**src/rtl/cbm2_cycle_sched_if.sv**
```systemverilog
// Bus bundle for the CBM-II cycle scheduler: loader/video/CPU/RAM handshake
// inputs and the slot ownership, strobe and clock-enable outputs.
interface cbm2_cycle_sched_if;
    logic model;
    logic vid_en;
    logic ld_req;
    logic ld_hold;
    logic ram_ack;
    logic phase;
    logic cpuCycle;
    logic vidCycle;
    logic ldCycle;
    logic ram_req;
    logic ld_ack;
    logic cpu_ce;
    logic vid_ce;
    logic stretched;

    modport master (
        output model, vid_en, ld_req, ld_hold, ram_ack,
        input  phase, cpuCycle, vidCycle, ldCycle, ram_req, ld_ack,
               cpu_ce, vid_ce, stretched
    );

    modport slave (
        input  model, vid_en, ld_req, ld_hold, ram_ack,
        output phase, cpuCycle, vidCycle, ldCycle, ram_req, ld_ack,
               cpu_ce, vid_ce, stretched
    );
endinterface

```
**src/rtl/cbm2_cycle_sched.sv**
```systemverilog
// CBM-II bus-cycle scheduler: alternating video/CPU half-cycles of HALF clocks,
// one RAM request per slot, slot stretching on late acks, loader slot stealing.
module cbm2_cycle_sched #(
    parameter int unsigned HALF = 16
) (
    input  logic               clk_sys,
    input  logic               reset,
    cbm2_cycle_sched_if.slave  bus
);
    typedef enum logic [1:0] {IDLE, WAIT, DONE, NONE} state_t;
    typedef enum logic [1:0] {OWN_NONE, OWN_CPU, OWN_VID, OWN_LD} owner_t;

    localparam logic [7:0] LAST = 8'(HALF - 1);

    state_t     state_q, state_d;
    owner_t     owner_q, owner_d;
    owner_t     sel_owner, act_owner;
    logic [7:0] cnt_q, cnt_d;
    logic       phase_q, phase_d;
    logic       cpu_ce_q, cpu_ce_d;
    logic       vid_ce_q, vid_ce_d;
    logic       stretched_q, stretched_d;
    logic       model_q, model_d;
    logic       slot_start, issue, waiting, hold, wrap;
    logic       model_unused;

    // The chip-select decoding for VIC/CRTC lives downstream; the slot-start
    // latch only guarantees a mid-slot change takes effect next slot.
    assign model_unused = model_q;

    always_ff @(posedge clk_sys) begin
        if (reset) begin
            state_q     <= IDLE;
            owner_q     <= OWN_NONE;
            cnt_q       <= 8'd0;
            phase_q     <= 1'b0;
            cpu_ce_q    <= 1'b0;
            vid_ce_q    <= 1'b0;
            stretched_q <= 1'b0;
            model_q     <= 1'b0;
        end else begin
            state_q     <= state_d;
            owner_q     <= owner_d;
            cnt_q       <= cnt_d;
            phase_q     <= phase_d;
            cpu_ce_q    <= cpu_ce_d;
            vid_ce_q    <= vid_ce_d;
            stretched_q <= stretched_d;
            model_q     <= model_d;
        end
    end

    always_comb begin
        state_d     = state_q;
        owner_d     = owner_q;
        model_d     = model_q;
        slot_start  = (state_q == IDLE) && (cnt_q == 8'd1);

        if (phase_q)
            sel_owner = OWN_CPU;
        else if (bus.vid_en)
            sel_owner = OWN_VID;
        else if (bus.ld_req)
            sel_owner = OWN_LD;
        else
            sel_owner = OWN_NONE;

        issue   = slot_start && (sel_owner != OWN_NONE);
        waiting = issue || (state_q == WAIT);

        if (issue)
            act_owner = sel_owner;
        else if (state_q == WAIT)
            act_owner = owner_q;
        else
            act_owner = OWN_NONE;

        // A request still outstanding at the last count freezes the counter.
        hold = (cnt_q == LAST) && (state_q == WAIT) && !bus.ram_ack;
        wrap = (cnt_q == LAST) && !hold;

        case (state_q)
            IDLE: begin
                if (slot_start) begin
                    model_d = bus.model;
                    if (issue) begin
                        owner_d = sel_owner;
                        state_d = bus.ram_ack ? DONE : WAIT;
                    end else begin
                        state_d = NONE;
                    end
                end
            end
            WAIT:    if (bus.ram_ack) state_d = DONE;
            DONE:    state_d = DONE;
            NONE:    state_d = NONE;
            default: state_d = IDLE;
        endcase

        if (wrap)
            state_d = IDLE;

        if (hold)
            cnt_d = cnt_q;
        else if (wrap)
            cnt_d = 8'd0;
        else
            cnt_d = cnt_q + 8'd1;

        phase_d     = wrap ? ~phase_q : phase_q;
        cpu_ce_d    = wrap && phase_q && !bus.ld_hold;
        vid_ce_d    = wrap && !phase_q;
        stretched_d = hold;
    end

    assign bus.phase     = phase_q;
    assign bus.ram_req   = issue;
    assign bus.cpuCycle  = (act_owner == OWN_CPU);
    assign bus.vidCycle  = (act_owner == OWN_VID);
    assign bus.ldCycle   = (act_owner == OWN_LD);
    assign bus.ld_ack    = waiting && bus.ram_ack && (act_owner == OWN_LD);
    assign bus.cpu_ce    = cpu_ce_q;
    assign bus.vid_ce    = vid_ce_q;
    assign bus.stretched = stretched_q;
endmodule

```
**src/flat_wrapper.sv**
```systemverilog
// flat-port wrapper written by rule: the top's interface ports become plain ports
module cbm2_cycle_sched_flat 
#(
    parameter int unsigned HALF = 16
)
  (clk_sys, reset, bus_model, bus_vid_en, bus_ld_req, bus_ld_hold, bus_ram_ack, bus_phase, bus_cpuCycle, bus_vidCycle, bus_ldCycle, bus_ram_req, bus_ld_ack, bus_cpu_ce, bus_vid_ce, bus_stretched);
  cbm2_cycle_sched_if bus_i ();
  input  logic clk_sys;
  input  logic reset;
  input wire logic [$bits(bus_i.model)-1:0] bus_model;
  input wire logic [$bits(bus_i.vid_en)-1:0] bus_vid_en;
  input wire logic [$bits(bus_i.ld_req)-1:0] bus_ld_req;
  input wire logic [$bits(bus_i.ld_hold)-1:0] bus_ld_hold;
  input wire logic [$bits(bus_i.ram_ack)-1:0] bus_ram_ack;
  output wire logic [$bits(bus_i.phase)-1:0] bus_phase;
  output wire logic [$bits(bus_i.cpuCycle)-1:0] bus_cpuCycle;
  output wire logic [$bits(bus_i.vidCycle)-1:0] bus_vidCycle;
  output wire logic [$bits(bus_i.ldCycle)-1:0] bus_ldCycle;
  output wire logic [$bits(bus_i.ram_req)-1:0] bus_ram_req;
  output wire logic [$bits(bus_i.ld_ack)-1:0] bus_ld_ack;
  output wire logic [$bits(bus_i.cpu_ce)-1:0] bus_cpu_ce;
  output wire logic [$bits(bus_i.vid_ce)-1:0] bus_vid_ce;
  output wire logic [$bits(bus_i.stretched)-1:0] bus_stretched;
  assign bus_i.model = bus_model;
  assign bus_i.vid_en = bus_vid_en;
  assign bus_i.ld_req = bus_ld_req;
  assign bus_i.ld_hold = bus_ld_hold;
  assign bus_i.ram_ack = bus_ram_ack;
  assign bus_phase = bus_i.phase;
  assign bus_cpuCycle = bus_i.cpuCycle;
  assign bus_vidCycle = bus_i.vidCycle;
  assign bus_ldCycle = bus_i.ldCycle;
  assign bus_ram_req = bus_i.ram_req;
  assign bus_ld_ack = bus_i.ld_ack;
  assign bus_cpu_ce = bus_i.cpu_ce;
  assign bus_vid_ce = bus_i.vid_ce;
  assign bus_stretched = bus_i.stretched;
  cbm2_cycle_sched #(.HALF(HALF)) u_core (.clk_sys(clk_sys), .reset(reset), .bus(bus_i));
endmodule
```
**config.mk**
```make
export PLATFORM = sky130hd
export DESIGN_NAME = cbm2_cycle_sched_flat
export DESIGN_NICKNAME = d
export VERILOG_FILES = /design/src/rtl/cbm2_cycle_sched_if.sv /design/src/rtl/cbm2_cycle_sched.sv /design/src/flat_wrapper.sv
export SDC_FILE = /design/constraint.sdc
export NUM_CORES = 1
export LEC_CHECK = 0
export ABC_AREA = 1
export BUFFER_PORTS_ARGS = -buffer_cell sky130_fd_sc_hd__buf_2
export CORE_UTILIZATION = 52
export CTS_CLUSTER_DIAMETER = 80
export DETAILED_ROUTE_END_ITERATION = 10
export MAX_ROUTING_LAYER = met4
export PLACE_DENSITY = 0.84
export SLEW_MARGIN = 0
export SYNTH_ARGS = -nofsm -noshare
export SYNTH_HDL_FRONTEND = slang
export SYNTH_SLANG_ARGS = --single-unit
```
**constraint.sdc**
```tcl
create_clock -name clk_sys -period 1.63 [get_ports clk_sys]
set_input_delay 0 -clock clk_sys [delete_from_list [all_inputs] [get_ports clk_sys]]
set_output_delay 0 -clock clk_sys [all_outputs]
set_load 0.1 [all_outputs]
```
==> results of run 1 <==
==> cells by family (layout without fill, tap and decap cells) <==
group	Yosys count	after routing
compound gates	14	14
xor+xnor	2	2
fa+ha+maj	2	2
buf+inv	20	46
flops	16	16
simple gates	58	58
==> cells in the final DEF, fill, tap and decap left out, types with 3 or more instances in the layout <==
| master | synthesis | final |
|---|---|---|
| inv_1 | 19 | 16 |
| nand2_1 | 14 | 12 |
| buf_2 | 1 | 9 |
| dfxtp_1 | 16 | 8 |
| nand2_2 | 7 | 7 |
| nor2_4 | 3 | 7 |
| nor2_1 | 11 | 7 |
| nor3_1 | 7 | 7 |
| buf_4 | 0 | 7 |
| dfxtp_2 | 0 | 6 |
| buf_12 | 0 | 5 |
| a21oi_1 | 5 | 4 |
| nand3_1 | 6 | 4 |
| nand2_4 | 1 | 3 |
| nand3_2 | 1 | 3 |
| nand4_1 | 3 | 3 |
| o21ai_0 | 3 | 3 |
| clkbuf_4 | 0 | 3 |
==> flip-flops by register name (all words and copies together) (netlist names) <==
| signal | flops |
|---|---|
| u_core.bus.phase | 1 |
| u_core.cnt_q | 8 |
| u_core.state_q | 2 |
| u_core.owner_q | 2 |
| u_core.bus.stretched | 1 |
| u_core.bus.vid_ce | 1 |
| u_core.bus.cpu_ce | 1 |
==> worst register-to-register path, cell delays in order, from the launching register on <==
cell     delay [ns]
dfxtp_1        0.35
buf_4          0.13
ha_1           0.22
nand3_2        0.13
nor2_4         0.24
nand2_2        0.12
nand2_2        0.11
o21ai_0        0.07
==> cell type report <==
| cell class | instances | area [um2] | area share (%) |
|---|---|---|---|
| well taps | 16 | 20.0 | 1.66 |
| multi-input cells | 76 | 515 | 42.8 |
| repair buffers | 23 | 219 | 18.2 |
| clock buffers | 4 | 36.3 | 3.01 |
| flip-flops and latches | 16 | 335 | 27.9 |
| inverters | 19 | 77.6 | 6.44 |
==> per-stage QoR <==
stage | cells | hold slack [ns] | total power [mW]
3_3_place_gp | 142 | 0.176 | 0.683
3_5_place_dp | 142 | 0.175 | 0.692
4_1_cts | 153 | 0.0327 | 0.968
6_report | 154 | 0.0282 | 0.976
5_1_grt | 154 | 0.0343 | 1.02
2_1_floorplan | 112 | 0.0734 | 0.618
==> layer usage <==
metal,vias to the layer above,global-route usage (%),routed length [um]
li1,415,-,-
met1,389,26.4,713
met2,29,49.1,1080
met3,7,2.16,99
met4,0,16.3,61
met5,-,-,0
==> timing repair <==
item                                   4_1_cts  5_1_grt
pin swaps                                    8        0
setup endpoints to repair                    4        4
endpoints found under the hold margin        1        0
gates resized for setup                     17        2
setup buffers                                6        1
hold buffers                                 1        0
==> power by group <==
group | leakage (nW) | internal, mW | switching, mW
Combinational | 0.389 | 0.108 | 0.192
Sequential | 0.135 | 0.405 | 0.0110
Clock | 0.0210 | 0.136 | 0.124
==> final timing paths <==
path                        start                 to  slack, ns
setup reg to reg  u_core.cnt_q[0]   u_core.bus.phase       0.17
hold / removal              reset  u_core.owner_q[0]       0.03
setup / recovery  u_core.cnt_q[4]         bus_ld_ack      -0.07
hold reg to reg   u_core.cnt_q[2]    u_core.cnt_q[2]       0.52
==> flow_summary.yaml, run 1 <==
grt:
  grt_pass1_wl_um: 3500
  antenna_found_initial: 0
  grt_overflow_total: 0
  grt_use_total_pct: 26.4
  grt_pass1_vias: 849
  grt_max_degree: 11
synthesis:
  yosysMostFrequentCell: "inv_1"
  synth_nets: 121
  avgSynthCellArea_um2: 7.46
  synth_adder_area_share_pct: 2.99
  yosys_warnings: 0
  synth-seq-cells: 16
  synthSimpleGateAreaFrac_pct: 38.0
  synth_xor_area_share_pct: 2.10
  synth_mux_area_share_pct: 0
  yosysUniqueCellTypes: 24
  netlist.area_leader.share_pct: 38.3
  synth_ff_type: "dfxtp_1"
  synth_common_cells: "inv_1, dfxtp_1, nand2_1"
  synth_edf_count: 0
  synth_area_um2: 836
  synth_top_family_by_area: "simple AND/OR/NAND/NOR gates"
  netlist_instances: 112
  synth_compound_area_share_pct: 9.43
  synth_top_cell_by_area: "dfxtp_1"
  synth_area_leaders: "dfxtp_1, inv_1, nand2_1"
  async_reset_ff_share_pct: 0
  ys_seq_area_share_pct: 38.3
worst_hold_path:
  hold_depth: 2
  hp-class: "in -> reg"
critical_path:
  worstSetupPathType: "reg -> out"
  cp.required_ns: 1.63
  slowest_stage: "dfxtp_4"
  r2r_cells: 7
  crit_path_cell_trace: "nor2_4 -> nand2_4 -> nor2_4 -> nand2_2 -> nand2_2 -> nand2_4 -> nor3_4 -> buf_12"
  path_buf_inv: 1
  cp-start-kind: "register"
  endpoint_kind: "primary output"
  slowest_delay_ns: 0.36
  cp.depth: 8
  worstPathArrival_ns: 1.70
  crit_family: "simple AND/OR/NAND/NOR gates"
  critPathMaxFanout: 5
clocking:
  root_buffer: "clkbuf_4"
  htreeDepth: 1
  cts_tree: "built"
  path_clk_slew_ns: 0.09
  clock_latency_ns: 0.29
  cts_buffers: 3
  clock_sinks: 16
  cts_buffer_depth: 2
floorplan:
  core_um2: 1510
  start_util_pct: 55.5
  row_count: 14
  die_width_um: 42.1
  ioPinCount: 16
  fp.dieH_um: 42.1
  die-area_um2: 1770
layout:
  fin_util_pct: 79.9
  diodes: 0
  fin_nets: 148
  syn2layout_area_growth_pct: 44.0
  nFillCells: 101
  drive_gt1_share_pct: 46.4
  design_area_um2: 1200
status:
  outcome: "finished, violations left"
  violations: "setup timing"
timing:
  tns_ns: -0.161
  relSlewSlack_pct: 67.8
  fin_skew_ns: 0.00946
  max_slew.worst_pin.slew_ns: 0.487
  layout_min_cycle_time_ns: 1.70
  maxSlewViolCount: 0
  setup_viol_count_final: 3
  rsz0062_at_grt: "true"
  finalWorstSetupSlack_ns: -0.0693
  fin_crit_sh_pct: 104
  hold_violations: 0
  max_freq_mhz: 588
power_and_ir_drop:
  cellPowerDensity_nw_per_um2: 811
  p_leak_nw: 0.545
  ir_drop_mv: 0.610
drt:
  drt-total-wl_um: 1960
  drt-vias-per-instance: 5.45
  drt_iter0_markers: 14
  ant_nets: 0
  vias: 840
  wl_per_cell_um: 12.7
  dr.pass1.iters: 4
  drc: 0
placement:
  dp_slack_ns: 0.102
  place_area_um2: 1050
  hpwl_um: 1420
  io_buffers: 14
  gp_congestion: 0.846
run:
  cap_violations: 0
No activity file was read; power rests on OpenSTA's default activity.
==> run 2: changes to the inputs <==
Settings changed: CORE_UTILIZATION 52 to 56, PLACE_DENSITY 0.84 to not set, PLACE_DENSITY_LB_ADDON set to 0.12.
Clock period 1.63 ns to 2.18 ns, I/O delays scaled along.
==> run 2 against run 1 <==
  * The run now ends clean
  * Routed wire length decreased by 18%
  * Setup slack better by 0.23 ns
  * Total power is 35% lower
  * Critical path depth unchanged
  * Highest routed layer unchanged
==> flow_summary.yaml, run 2 (synthesis gave the netlist of run 1 again) <==
floorplan:
  die-area_um2: 1650
  core_um2: 1350
  row_count: 13
  start_util_pct: 61.9
  fp.dieH_um: 40.6
  ioPinCount: 16
  die_width_um: 40.6
status:
  outcome: "finished, final reports clean"
timing:
  fin_crit_sh_pct: 92.7
  hold_ws_ns: 0.0324
  max_freq_mhz: 495
  tns_ns: 0
  setup_viol_count_final: 0
  maxSlewViolCount: 0
  layout_min_cycle_time_ns: 2.02
  relSlewSlack_pct: 67.9
  rsz0062_at_grt: "false"
  finalWorstSetupSlack_ns: 0.158
  max_slew.worst_pin.slew_ns: 0.485
  hold_violations: 0
  fin_skew_ns: 0.00741
drt:
  dr.pass1.iters: 4
  drt-total-wl_um: 1610
  wl_per_cell_um: 11.1
  drt_iter0_markers: 19
  drt-vias-per-instance: 5.26
  vias: 762
  ant_nets: 0
  drc: 0
placement:
  io_buffers: 14
  hpwl_um: 1290
  gp_congestion: 0.840
  dp_slack_ns: 0.445
run:
  cap_violations: 0
layout:
  layout_commonest_cell: "inv_1"
  drive_gt1_share_pct: 30.0
  final_cell_mix: "inv_1, dfxtp_1, nand2_1, buf_2, nor2_1"
  diodes: 0
  fin_util_pct: 73.0
  largest_register_ffs: 8
  reg_top3: "u_core.cnt_q x8, u_core.owner_q x2, u_core.state_q x2"
  regMostFlops: "u_core.cnt_q"
  fin_nets: 140
  syn2layout_area_growth_pct: 18.0
worst_hold_path:
  hold_depth: 4
  min_to: "u_core.state_q[0]"
  holdCritStartpoint: "bus_ram_ack"
  hp-class: "in -> reg"
critical_path:
  path_buf_inv: 1
  rrSetupSlack_ns: 0.75
  cp.required_ns: 2.18
  endpoint_kind: "primary output"
  crit_family: "simple AND/OR/NAND/NOR gates"
  r2r_end: "u_core.bus.phase"
  slowest_stage: "buf_2"
  r2r_cells: 6
  path_common_cell: "nand2_1"
  worstSetupPathType: "reg -> out"
  slowest_delay_ns: 0.43
  cp-start-kind: "register"
  critPathMaxFanout: 7
  crit_path_cell_trace: "ha_1 -> nand2_2 -> nor2_4 -> nand3_1 -> nand2_1 -> nand2_1 -> a21oi_2 -> buf_2"
  worstPathArrival_ns: 2.02
  regToRegStartpoint: "u_core.cnt_q[0]"
clocking:
  path_clk_slew_ns: 0.09
  cts_tree: "built"
  cts_buffer_depth: 2
  cts_buffers: 3
  clock_sinks: 16
  htreeDepth: 1
  clock_latency_ns: 0.29
  root_buffer: "clkbuf_4"
  cts_setup_buffers: 0
power_and_ir_drop:
  p_leak_nw: 0.462
  ir_drop_mv: 0.526
  share_seq_of_total_power_pct: 49.6
  p_comb_share_pct: 25.4
  intPower_uw: 414
  fin_total_pwr_uw: 632
  power_switching_uw: 218
  clockPowerShare_pct: 25.0
  cellPowerDensity_nw_per_um2: 641
  swShare_pct: 34.5
grt:
  grt_max_degree: 11
  grt_pass1_vias: 714
  antenna_found_initial: 0
  grt_pass1_wl_um: 2740
  grt_overflow_total: 0
  grt_use_total_pct: 26.2
## run 2: changes by cell type in the layout (fill, tap and decap cells not counted), sizes merged
cell    change
clkbuf      +1
buf         -9
## run 2: power groups by stage
stage | Sequential, mW | Combinational (mW) | Clock (mW)
6_report | 0.313 | 0.160 | 0.158
4_1_cts | 0.313 | 0.160 | 0.164
2_1_floorplan | 0.318 | 0.134 | 0
5_1_grt | 0.315 | 0.177 | 0.177
3_3_place_gp | 0.319 | 0.154 | 0
3_5_place_dp | 0.320 | 0.158 | 0
## run 2: per-layer routing
layer  track usage [%]  vias up  part of all wire (%)
met3              7.61        4                   5.0
met4              13.3        0                   1.4
met2              43.3       20                    46
met1              28.5      343                    48
li1                  -      395                     -
met5                 -        -                     0
## run 2: how the worst max path moves through the flow
| stage | from | to | slack [ns] | cells after the start |
|---|---|---|---|---|
| 3_5_place_dp | u_core.cnt_q[0] | bus_ld_ack | 0.44 | 8 |
| 5_1_grt | u_core.cnt_q[0] | bus_vidCycle | 0.03 | 8 |
| 2_1_floorplan | u_core.bus.phase | bus_cpuCycle | 0.14 | 6 |
| 6_report | u_core.cnt_q[0] | bus_vidCycle | 0.16 | 8 |
| 4_1_cts | u_core.cnt_q[0] | bus_ld_ack | 0.12 | 8 |
| 3_3_place_gp | u_core.cnt_q[0] | bus_ld_ack | 0.48 | 8 |
## run 2: timing repair
item,CTS,global route
hold buffers,1,0
endpoints found under the hold margin,1,0
resized for setup,0,1
endpoints found under the setup margin,0,1
## run 2: metrics by stage
step                      instances  instance area, um2
after global placement          140                 947
final                           145                 986
after CTS                       145                 983
after floorplan                 112                 863
after global routing            145                 986
after detailed placement        140                 947
## run 2: area by class of cell
class | instances | area, um2
Inverter | 19 | 75.1
Clock buffer | 4 | 26.3
Timing Repair Buffer | 15 | 82.6
Fill cell | 121 | 364
Multi-Input combinational cell | 76 | 459
Tap cell | 15 | 18.8
Sequential cell | 16 | 324
## run 2: worst register-to-register path, delay by kind of cell (launching register included)
kind,cells,cell delay [ns]
flip-flops,1,0.40
AND/OR/NAND/NOR,4,0.59
adder cells (fa/ha/maj),1,0.25
AO/OA/AOI/OAI,1,0.07
==> run 3: changes to the inputs <==
Settings changed: ABC_AREA 1 to 0, CORE_UTILIZATION 56 to 57.
==> run 3 against run 2 <==
  * Routed wire length increased by 14%
  * Sequential power increased by 3%
  * Core utilization increased by 9.8 points
  * Clock power increased by 24%
  * Count of clock-buffer cells in the layout unchanged
  * Clock skew decreased by 0.0045 ns
  * Critical path type unchanged
  * Largest power group unchanged
==> flow_summary.yaml, run 3 <==
run:
  cap_violations: 0
power_and_ir_drop:
  ir_drop_mv: 0.422
  p_leak_nw: 0.426
  cellPowerDensity_nw_per_um2: 609
timing:
  setup_viol_count_final: 0
  fin_skew_ns: 0.00293
  relSlewSlack_pct: 65.6
  hold_ws_ns: 0.153
  hold_violations: 0
  finalWorstSetupSlack_ns: 0.0808
  max_slew.worst_pin.slew_ns: 0.513
  fin_crit_sh_pct: 96.3
  max_freq_mhz: 476
  layout_min_cycle_time_ns: 2.10
  maxSlewViolCount: 0
synthesis:
  async_reset_ff_share_pct: 0
  yosys_warnings: 0
  avgSynthCellArea_um2: 9.56
  ys_seq_area_share_pct: 37.2
  yosysUniqueCellTypes: 36
  synth_area_leaders: "dfxtp_1, nor2_1, a41oi_4"
  synth_ff_type: "dfxtp_1"
  netlist.area_leader.share_pct: 37.2
  netlist_instances: 90
  synth_nets: 99
  synth_area_um2: 861
  synth_edf_count: 0
  synth-seq-cells: 16
  synth_top_cell_by_area: "dfxtp_1"
  synth_common_cells: "dfxtp_1, nor2_1"
  yosysMostFrequentCell: "dfxtp_1"
grt:
  grt_pass1_wl_um: 2810
  antenna_found_initial: 0
  grt_use_total_pct: 26.5
  grt_max_degree: 12
  grt_overflow_total: 0
  grt_pass1_vias: 664
drt:
  wl_per_cell_um: 14.5
  dr.pass1.iters: 3
  drt-vias-per-instance: 5.84
  drt-total-wl_um: 1830
  drc: 0
  drt_iter0_markers: 10
  ant_nets: 0
  vias: 736
placement:
  io_buffers: 14
  hpwl_um: 1320
  place_area_um2: 1020
  gp_congestion: 0.808
  dp_slack_ns: 0.342
clocking:
  cts_tree: "built"
  htreeDepth: 1
  clock_latency_ns: 0.28
  cts_buffer_depth: 2
  clock_sinks: 16
  cts_buffers: 3
  path_clk_slew_ns: 0.09
  root_buffer: "clkbuf_4"
layout:
  reg_top3: "u_core.cnt_q x8, u_core.owner_q x2, u_core.state_q x2"
  fin_nets: 121
  regMostFlops: "u_core.cnt_q"
  fin_util_pct: 82.9
  final_cell_mix: "dfxtp_1, nor2_1, buf_2"
  design_area_um2: 1120
  drive_gt1_share_pct: 40.5
  largest_register_ffs: 8
  syn2layout_area_growth_pct: 29.9
  diodes: 0
  layout_commonest_cell: "dfxtp_1"
critical_path:
  cp-start-kind: "register"
  endpoint_kind: "primary output"
  critPathMaxFanout: 5
  worstSetupPathType: "reg -> out"
  worstPathArrival_ns: 2.10
  cp.required_ns: 2.18
status:
  outcome: "finished, final reports clean"
floorplan:
  start_util_pct: 63.8
  row_count: 13
  fp.dieH_um: 40.9
  core_um2: 1350
  die-area_um2: 1670
  die_width_um: 40.9
  ioPinCount: 16
worst_hold_path:
  hp-class: "in -> reg"
## run 3: cell count changes after synthesis, sizes merged, moves of 2 or more
cell / change
xnor2: +2
inv: -15
nor3: -3
nor3b: +5
nand3: -2
a21oi: -2
o21ai: -4
a41oi: +2
nand4: -2
a211oi: +2
nand2: -18
## run 3: layer usage
layer	global-route usage, %	up-vias	wire length [um]
met5	-	-	0
met4	10.8	0	31
met3	8.15	4	59
met2	41.0	17	897
met1	31.8	343	844
li1	-	372	-
## run 3: cells by family (layout without fill, tap and decap cells)
group / after synthesis / after routing / share of synthesized area [%]
xor+xnor: 5 / 5 / 5.09
simple gates: 42 / 42 / 30.5
buf+inv: 7 / 28 / 5.09
mux: 2 / 2 / 2.47
compound gates: 16 / 16 / 16.7
fa+ha+maj: 2 / 2 / 2.91
flops: 16 / 16 / 37.2
## run 3: metrics by stage
stage	instances	power [mW]	setup TNS (ns)
6_report	126	0.682	0
5_1_grt	126	0.707	-0.0262
4_1_cts	124	0.671	0
3_5_place_dp	117	0.475	0
3_3_place_gp	117	0.470	0
2_1_floorplan	90	0.440	0
## run 3: where the power goes
group | internal [mW] | switching, mW | leakage, nW
combinational | 0.0658 | 0.0972 | 0.273
sequential | 0.303 | 0.0191 | 0.132
clock | 0.102 | 0.0945 | 0.0210
total | 0.471 | 0.211 | 0.426
## run 3: what timing repair did
item / in CTS / in global routing
endpoints found under the setup margin: 0 / 3
buffers inserted: 0 / 2
endpoints found under the hold margin: 9 / 0
hold buffers: 3 / 0
gates resized for setup: 0 / 7
## run 3: area by class of cell
type / instances / area, um2
repair buffers: 20 / 183
fillers: 79 / 231
multi-input cells: 67 / 534
inverters: 4 / 17.5
well taps: 15 / 18.8
clock buffers: 4 / 36.3
flip-flops and latches: 16 / 329
## run 3: path summary, 6_finish.rpt
check,from,cells after the start,end,slack [ns]
setup / recovery,u_core.cnt_q[1],7,bus_ld_ack,0.08
hold / removal,bus_vid_en,4,u_core.state_q[1],0.15
setup reg to reg,u_core.cnt_q[4],5,u_core.cnt_q[3],0.64
hold reg to reg,u_core.bus.phase,1,u_core.bus.vid_ce,0.51
## run 3: critical path: stages (launching register included)
cell     delay [ns]
dfxtp_4        0.37
inv_4          0.06
ha_4           0.11
nor3b_4        0.26
nand3_2        0.13
o32a_1         0.43
nor3b_4        0.26
buf_12         0.20
